==> config.mk <==
export PLATFORM = sky130hd
export DESIGN_NAME = frame_analyzer
export DESIGN_NICKNAME = d
export VERILOG_FILES = /design/src/rtl/frame_pkg.sv /design/src/rtl/frame_analyzer_scan_counter.sv /design/src/rtl/frame_analyzer.sv
export SDC_FILE = /design/constraint.sdc
export NUM_CORES = 1
export LEC_CHECK = 0
export CAP_MARGIN = 20
export CORE_ASPECT_RATIO = 0.9
export CORE_MARGIN = 2
export CORE_UTILIZATION = 45
export DETAILED_ROUTE_END_ITERATION = 16
export GPL_TIMING_DRIVEN = 0
export PLACE_DENSITY = 0.71
export SYNTH_ARGS = -nofsm -noshare
export SYNTH_HDL_FRONTEND = slang
export SYNTH_SLANG_ARGS = --single-unit
==> constraint.sdc <==
create_clock -name i_Clk -period 14.41 [get_ports i_Clk]
set_input_delay 4.323 -clock i_Clk [delete_from_list [all_inputs] [get_ports i_Clk]]
set_output_delay 4.323 -clock i_Clk [all_outputs]
set_load 0.05 [all_outputs]
==> src/rtl/frame_pkg.sv <==
// Shared constants and FSM encoding for the frame analyzer slice.
package frame_pkg;
  localparam int FRAME_WIDTH  = 96;
  localparam int FRAME_HEIGHT = 96;
  localparam int NPIX         = FRAME_WIDTH * FRAME_HEIGHT;
  localparam int ADDR_W       = 15;
  localparam int COORD_W      = 7;
  localparam int COUNT_W      = 14;

  typedef enum logic [1:0] {
    ST_IDLE  = 2'd0,
    ST_READ  = 2'd1,
    ST_DRAIN = 2'd2,
    ST_DONE  = 2'd3
  } state_e;
endpackage

==> src/rtl/frame_analyzer_scan_counter.sv <==
// Raster scan generator: x runs fastest, y steps on x wrap, address tracks y*WIDTH+x.
module scan_counter
  import frame_pkg::*;
#(
  parameter int WIDTH  = FRAME_WIDTH,
  parameter int HEIGHT = FRAME_HEIGHT,
  parameter int AW     = ADDR_W
) (
  input  logic               clk,
  input  logic               rst,
  input  logic               en,
  input  logic               clr,
  output logic [COORD_W-1:0] x,
  output logic [COORD_W-1:0] y,
  output logic [AW-1:0]      addr,
  output logic               last
);
  logic [COORD_W-1:0] x_q, x_d, y_q, y_d;
  logic [AW-1:0]      addr_q, addr_d;
  logic               x_end;

  assign x_end = (x_q == COORD_W'(WIDTH - 1));
  assign last  = x_end && (y_q == COORD_W'(HEIGHT - 1));

  always_comb begin
    x_d    = x_q;
    y_d    = y_q;
    addr_d = addr_q;
    if (clr) begin
      x_d    = '0;
      y_d    = '0;
      addr_d = '0;
    end else if (en) begin
      // Wrapping to zero after the last pixel keeps the address at 0 once the scan ends.
      if (last) begin
        x_d    = '0;
        y_d    = '0;
        addr_d = '0;
      end else if (x_end) begin
        x_d    = '0;
        y_d    = y_q + COORD_W'(1);
        addr_d = addr_q + AW'(1);
      end else begin
        x_d    = x_q + COORD_W'(1);
        addr_d = addr_q + AW'(1);
      end
    end
  end

  always_ff @(posedge clk or posedge rst) begin
    if (rst) begin
      x_q    <= '0;
      y_q    <= '0;
      addr_q <= '0;
    end else begin
      x_q    <= x_d;
      y_q    <= y_d;
      addr_q <= addr_d;
    end
  end

  assign x    = x_q;
  assign y    = y_q;
  assign addr = addr_q;
endmodule

==> src/rtl/frame_analyzer.sv <==
// Scans the frame buffer once per start, counting pixels at/above a threshold
// and tracking their bounding box.
module frame_analyzer
  import frame_pkg::*;
#(
  parameter int FRAME_WIDTH  = frame_pkg::FRAME_WIDTH,
  parameter int FRAME_HEIGHT = frame_pkg::FRAME_HEIGHT,
  parameter int ADDR_W       = frame_pkg::ADDR_W
) (
  input  logic               i_Clk,
  input  logic               i_Rst,
  input  logic               i_Start,
  input  logic [7:0]         i_Threshold,
  output logic [ADDR_W-1:0]  o_RAM_Read_Adress,
  input  logic [7:0]         i_RAM_Data,
  output logic               o_Busy,
  output logic               o_Done,
  output logic               o_Found,
  output logic [COUNT_W-1:0] o_Count,
  output logic [COORD_W-1:0] o_Min_X,
  output logic [COORD_W-1:0] o_Max_X,
  output logic [COORD_W-1:0] o_Min_Y,
  output logic [COORD_W-1:0] o_Max_Y
);
  state_e             state_q, state_d;
  logic [7:0]         thr_q, thr_d;
  logic               vld_q, vld_d;
  logic [COORD_W-1:0] px_x_q, px_x_d, px_y_q, px_y_d;
  logic [COUNT_W-1:0] cnt_q, cnt_d, ocnt_q, ocnt_d;
  logic [COORD_W-1:0] mnx_q, mnx_d, mxx_q, mxx_d, mny_q, mny_d, mxy_q, mxy_d;
  logic [COORD_W-1:0] omnx_q, omnx_d, omxx_q, omxx_d, omny_q, omny_d, omxy_q, omxy_d;
  logic               busy_q, busy_d, done_q, done_d, found_q, found_d;
  logic               scan_en, scan_clr, scan_last, match;
  logic [COORD_W-1:0] scan_x, scan_y;

  assign scan_en = (state_q == ST_READ);
  // Data returns one cycle after its address, so the coordinates are delayed to match.
  assign match   = vld_q && (i_RAM_Data >= thr_q);

  scan_counter #(
    .WIDTH (FRAME_WIDTH),
    .HEIGHT(FRAME_HEIGHT),
    .AW    (ADDR_W)
  ) u_scan (
    .clk (i_Clk),
    .rst (i_Rst),
    .en  (scan_en),
    .clr (scan_clr),
    .x   (scan_x),
    .y   (scan_y),
    .addr(o_RAM_Read_Adress),
    .last(scan_last)
  );

  always_comb begin
    state_d  = state_q;
    thr_d    = thr_q;
    vld_d    = (state_q == ST_READ);
    px_x_d   = scan_x;
    px_y_d   = scan_y;
    cnt_d    = cnt_q;
    mnx_d    = mnx_q;
    mxx_d    = mxx_q;
    mny_d    = mny_q;
    mxy_d    = mxy_q;
    done_d   = 1'b0;
    found_d  = found_q;
    ocnt_d   = ocnt_q;
    omnx_d   = omnx_q;
    omxx_d   = omxx_q;
    omny_d   = omny_q;
    omxy_d   = omxy_q;
    scan_clr = 1'b0;

    if (match) begin
      cnt_d = cnt_q + COUNT_W'(1);
      if (px_x_q < mnx_q) mnx_d = px_x_q;
      if (px_x_q > mxx_q) mxx_d = px_x_q;
      if (px_y_q < mny_q) mny_d = px_y_q;
      if (px_y_q > mxy_q) mxy_d = px_y_q;
    end

    unique case (state_q)
      ST_IDLE: begin
        if (i_Start) begin
          state_d  = ST_READ;
          thr_d    = i_Threshold;
          cnt_d    = '0;
          mnx_d    = '1;
          mxx_d    = '0;
          mny_d    = '1;
          mxy_d    = '0;
          scan_clr = 1'b1;
        end
      end
      ST_READ:  if (scan_last) state_d = ST_DRAIN;
      ST_DRAIN: state_d = ST_DONE;
      ST_DONE: begin
        state_d = ST_IDLE;
        done_d  = 1'b1;
        found_d = (cnt_q != '0);
        ocnt_d  = cnt_q;
        omnx_d  = found_d ? mnx_q : '0;
        omxx_d  = found_d ? mxx_q : '0;
        omny_d  = found_d ? mny_q : '0;
        omxy_d  = found_d ? mxy_q : '0;
      end
      default: state_d = ST_IDLE;
    endcase

    busy_d = (state_d != ST_IDLE);
  end

  always_ff @(posedge i_Clk or posedge i_Rst) begin
    if (i_Rst) begin
      state_q <= ST_IDLE;
      thr_q   <= '0;
      vld_q   <= 1'b0;
      px_x_q  <= '0;
      px_y_q  <= '0;
      cnt_q   <= '0;
      mnx_q   <= '1;
      mxx_q   <= '0;
      mny_q   <= '1;
      mxy_q   <= '0;
      busy_q  <= 1'b0;
      done_q  <= 1'b0;
      found_q <= 1'b0;
      ocnt_q  <= '0;
      omnx_q  <= '0;
      omxx_q  <= '0;
      omny_q  <= '0;
      omxy_q  <= '0;
    end else begin
      state_q <= state_d;
      thr_q   <= thr_d;
      vld_q   <= vld_d;
      px_x_q  <= px_x_d;
      px_y_q  <= px_y_d;
      cnt_q   <= cnt_d;
      mnx_q   <= mnx_d;
      mxx_q   <= mxx_d;
      mny_q   <= mny_d;
      mxy_q   <= mxy_d;
      busy_q  <= busy_d;
      done_q  <= done_d;
      found_q <= found_d;
      ocnt_q  <= ocnt_d;
      omnx_q  <= omnx_d;
      omxx_q  <= omxx_d;
      omny_q  <= omny_d;
      omxy_q  <= omxy_d;
    end
  end

  assign o_Busy  = busy_q;
  assign o_Done  = done_q;
  assign o_Found = found_q;
  assign o_Count = ocnt_q;
  assign o_Min_X = omnx_q;
  assign o_Max_X = omxx_q;
  assign o_Min_Y = omny_q;
  assign o_Max_Y = omxy_q;
endmodule
==> results.cfg, run 1 <==
[timing]
relSlewSlack_pct = 43.2
finalMaxSlewViolations = 0
rsz0062_at_grt = false
fmax_mhz = 157
min_period_over_period_pct = 44.3
worst_slew_pin_slew_ns = 0.844
hold_viol_final = 0
finClkSkew_ns = 0.00608
setup_viol = 0
fin_setup_tns_ns = 0
setup_ws_ns = 8.03
min_period_ns = 6.38

[logic_synthesis]
synth_area_mm2 = 0.00671
syn_avg_cell_area_um2 = 10.4
synth_top_cells_by_count = dfrtp_1 (127), o21ai_0 (54), nor2_1 (49), nand2_1 (47), inv_1 (44)
synth_area_leaders = dfrtp_1 (47%), ha_1 (7.3%), dfstp_2 (5.5%), o21ai_0 (4.0%), a22o_1 (3.9%)
syn_inst = 643
synth_top_area_share_pct = 47.3
async_flop_share_pct = 100
ys_ff_latch = 141
synthFlopType = dfrtp_1
syn-num-nets = 701
synth_warnings = 0
ys_seq_area_share_pct = 52.8
ys_types = 54
synth.largest_area_cell = dfrtp_1
synth-edff-count = 0
yosysMostFrequentCell = dfrtp_1

[critical_path]
critPathKind = in2reg
r2r_slack_ns = 12.04
startpoint_type = input port
worstRegToRegCells = 8
required_ns = 14.75
r2r-start = thr_q[0]
cp-end-kind = register
cp_max_fo = 10
r2r_end = mxy_q[1]
endpoint = mxy_q[1]
critical_path_arrival_ns = 6.72
startpoint = i_RAM_Data[0]

[place]
io_buffers = 78
detailedPlace.worstSlack_ns = 7.64
gp_congestion = 0.863
place_hpwl_um = 11100
place_area_mm2 = 0.00777

[pwr]
power_density_mw_per_mm2 = 127
p_switching_mw = 0.300
vdd_drop_max_mv = 0.0851
p_int_mw = 0.760
p_sw_share_pct = 28.3
power_mw = 1.06
combinationalPowerShare_pct = 16.7
p_clk_share_pct = 39.4
seqPwrFrac_pct = 43.8
p_leak_nw = 3.72

[floorplanning]
coreArea_mm2 = 0.0147
dieHeight_um = 120
die_area_mm2 = 0.0159
fp-row-count = 42
die_x_um = 133
io_pins = 79
initial_core_util_pct = 45.8

[final_layout]
fill_cells = 1244
area_growth_pct = 24.4
fin_area_mm2 = 0.00835
drive_above_1_share_pct = 10.2
regArea_mm2 = 0.00355
multi_input_area_mm2 = 0.00287
fin_nets = 799
diodes = 0

[clocking]
clk_latency_ns = 0.43
numCtsBuffers = 17
cts.sinks = 141
cts_tree = done
holdBufCountCts = 0
clk_path_buf_depth = 2
cts_max_level = 4
postCtsSetupBuffers = 0
root_buffer = clkbuf_16
ctsResizeCount = 0
clk_pin_slew_ns = 0.06

[grt]
grt_max_degree = 100
grt_antenna_before_repair = 0
grt_pass1_vias = 5359
overflow = 0
grt_usage_pct = 21.0
grt_pass1_wl_um = 26300

[detailed_routing]
vias = 5322
via_per_inst = 5.59
drtAntennaViolNets = 0
wl_per_cell_um = 16.6
wl_um = 15800
drt_iter0_drc = 328
drtPass1Iterations = 5
drc = 0

[min_path]
hold_class = reg2reg
hold_depth = 0

[run_status]
status = finished clean

[job]
cap_violations = 0
cells by family (layout without fill, tap and decap cells):
| family | count (synthesis) | in the layout | synth area share (%) |
|---|---|---|---|
| AO/OA/AOI/OAI | 170 | 170 | 16.6 |
| XOR/XNOR | 8 | 8 | 1.04 |
| buffers and inverters | 72 | 183 | 4.44 |
| adder cells (fa/ha/maj) | 39 | 39 | 7.27 |
| AND/OR/NAND/NOR | 187 | 187 | 13.7 |
| flip-flops | 141 | 141 | 52.8 |
| multiplexers | 26 | 26 | 4.10 |
how the worst min path moves through the flow:
stage | start | to
after floorplan | u_scan.x[6] | px_x_q[6]
after global placement | u_scan.y[6] | px_y_q[6]
after detailed placement | u_scan.y[6] | px_y_q[6]
after CTS | u_scan.y[6] | px_y_q[6]
after global routing | u_scan.y[6] | px_y_q[6]
final | u_scan.y[6] | px_y_q[6]
metal layers:
layer	global-route usage, %	vias to the layer above	part of all wire [%]
li1	-	2525	-
met1	28.8	2630	47
met2	32.7	148	46
met3	5.24	19	5.9
met4	7.39	0	1.6
met5	0	-	0
sequential cells by signal (all words and copies together) (netlist names), 8 cells and up:
name         cells
cnt_q           14
o_Count         14
thr_q            8
u_scan.addr     15
cell usage in the layout, fill, tap and decap left out, drive strengths merged, types with 8 or more instances in the layout:
master and instances:
dfrtp 127, clkdlybuf4s50 78, o21ai 54, nor2 49
nand2 48, inv 44, clkbuf 41, ha 39
a21oi 38, nand3 33, a22o 30, o31ai 14
mux2i 14, dfstp 14, mux2 12, or4 11
nand4 10, buf 10, o211ai 8
area by class of cell:
type / instances / share of cell area (%)
Tap cell: 198 / 2.97
Inverter: 44 / 2.04
Clock buffer: 22 / 5.80
Multi-Input combinational cell: 430 / 34.4
Sequential cell: 141 / 42.5
Clock inverter: 10 / 1.08
Buffer: 28 / 1.59
Timing Repair Buffer: 79 / 9.68
metrics by stage:
stage          hold WS, ns  utilization (%)  cells
4_1_cts              0.423             56.9    952
3_5_place_dp         0.410             53.0    920
2_1_floorplan        0.389                -    643
3_3_place_gp         0.409             52.8    919
5_1_grt              0.445             56.9    952
6_report             0.422             56.9    952
power by group through the flow:
stage                     Combinational, mW  Clock [mW]  Sequential, mW
after floorplan                       0.134           0           0.460
after global placement                0.166           0           0.469
after detailed placement              0.176           0           0.472
after CTS                             0.178       0.425           0.465
after global routing                  0.203       0.443           0.470
final                                 0.177       0.418           0.465
critical path: stages:
cell	delay (ns)
clkdlybuf4s50_1	0.45
inv_1	0.04
ha_1	0.27
nand2b_1	0.15
a2111oi_2	0.47
o22a_2	0.35
buf_6	0.16
buf_4	0.18
o21ai_0	0.13
a21oi_1	0.19
(Power assumes the default switching activity.)
==> run 2: changes to the inputs <==
Clock period 14.41 ns to 6.4 ns, I/O delays scaled along.
==> results of run 2 <==
The final DEF is identical to that of run 1. Status: finished clean.
Among the figures that moved: setup slack after placement 7.64 ns -> 2.03 ns; setup slack after layout 8.03 ns -> 2.42 ns; register-to-register setup slack 12.04 ns -> 4.03 ns; total power 1.06 mW -> 2.39 mW; worst IR drop on VDD 0.0851 mV -> 0.192 mV
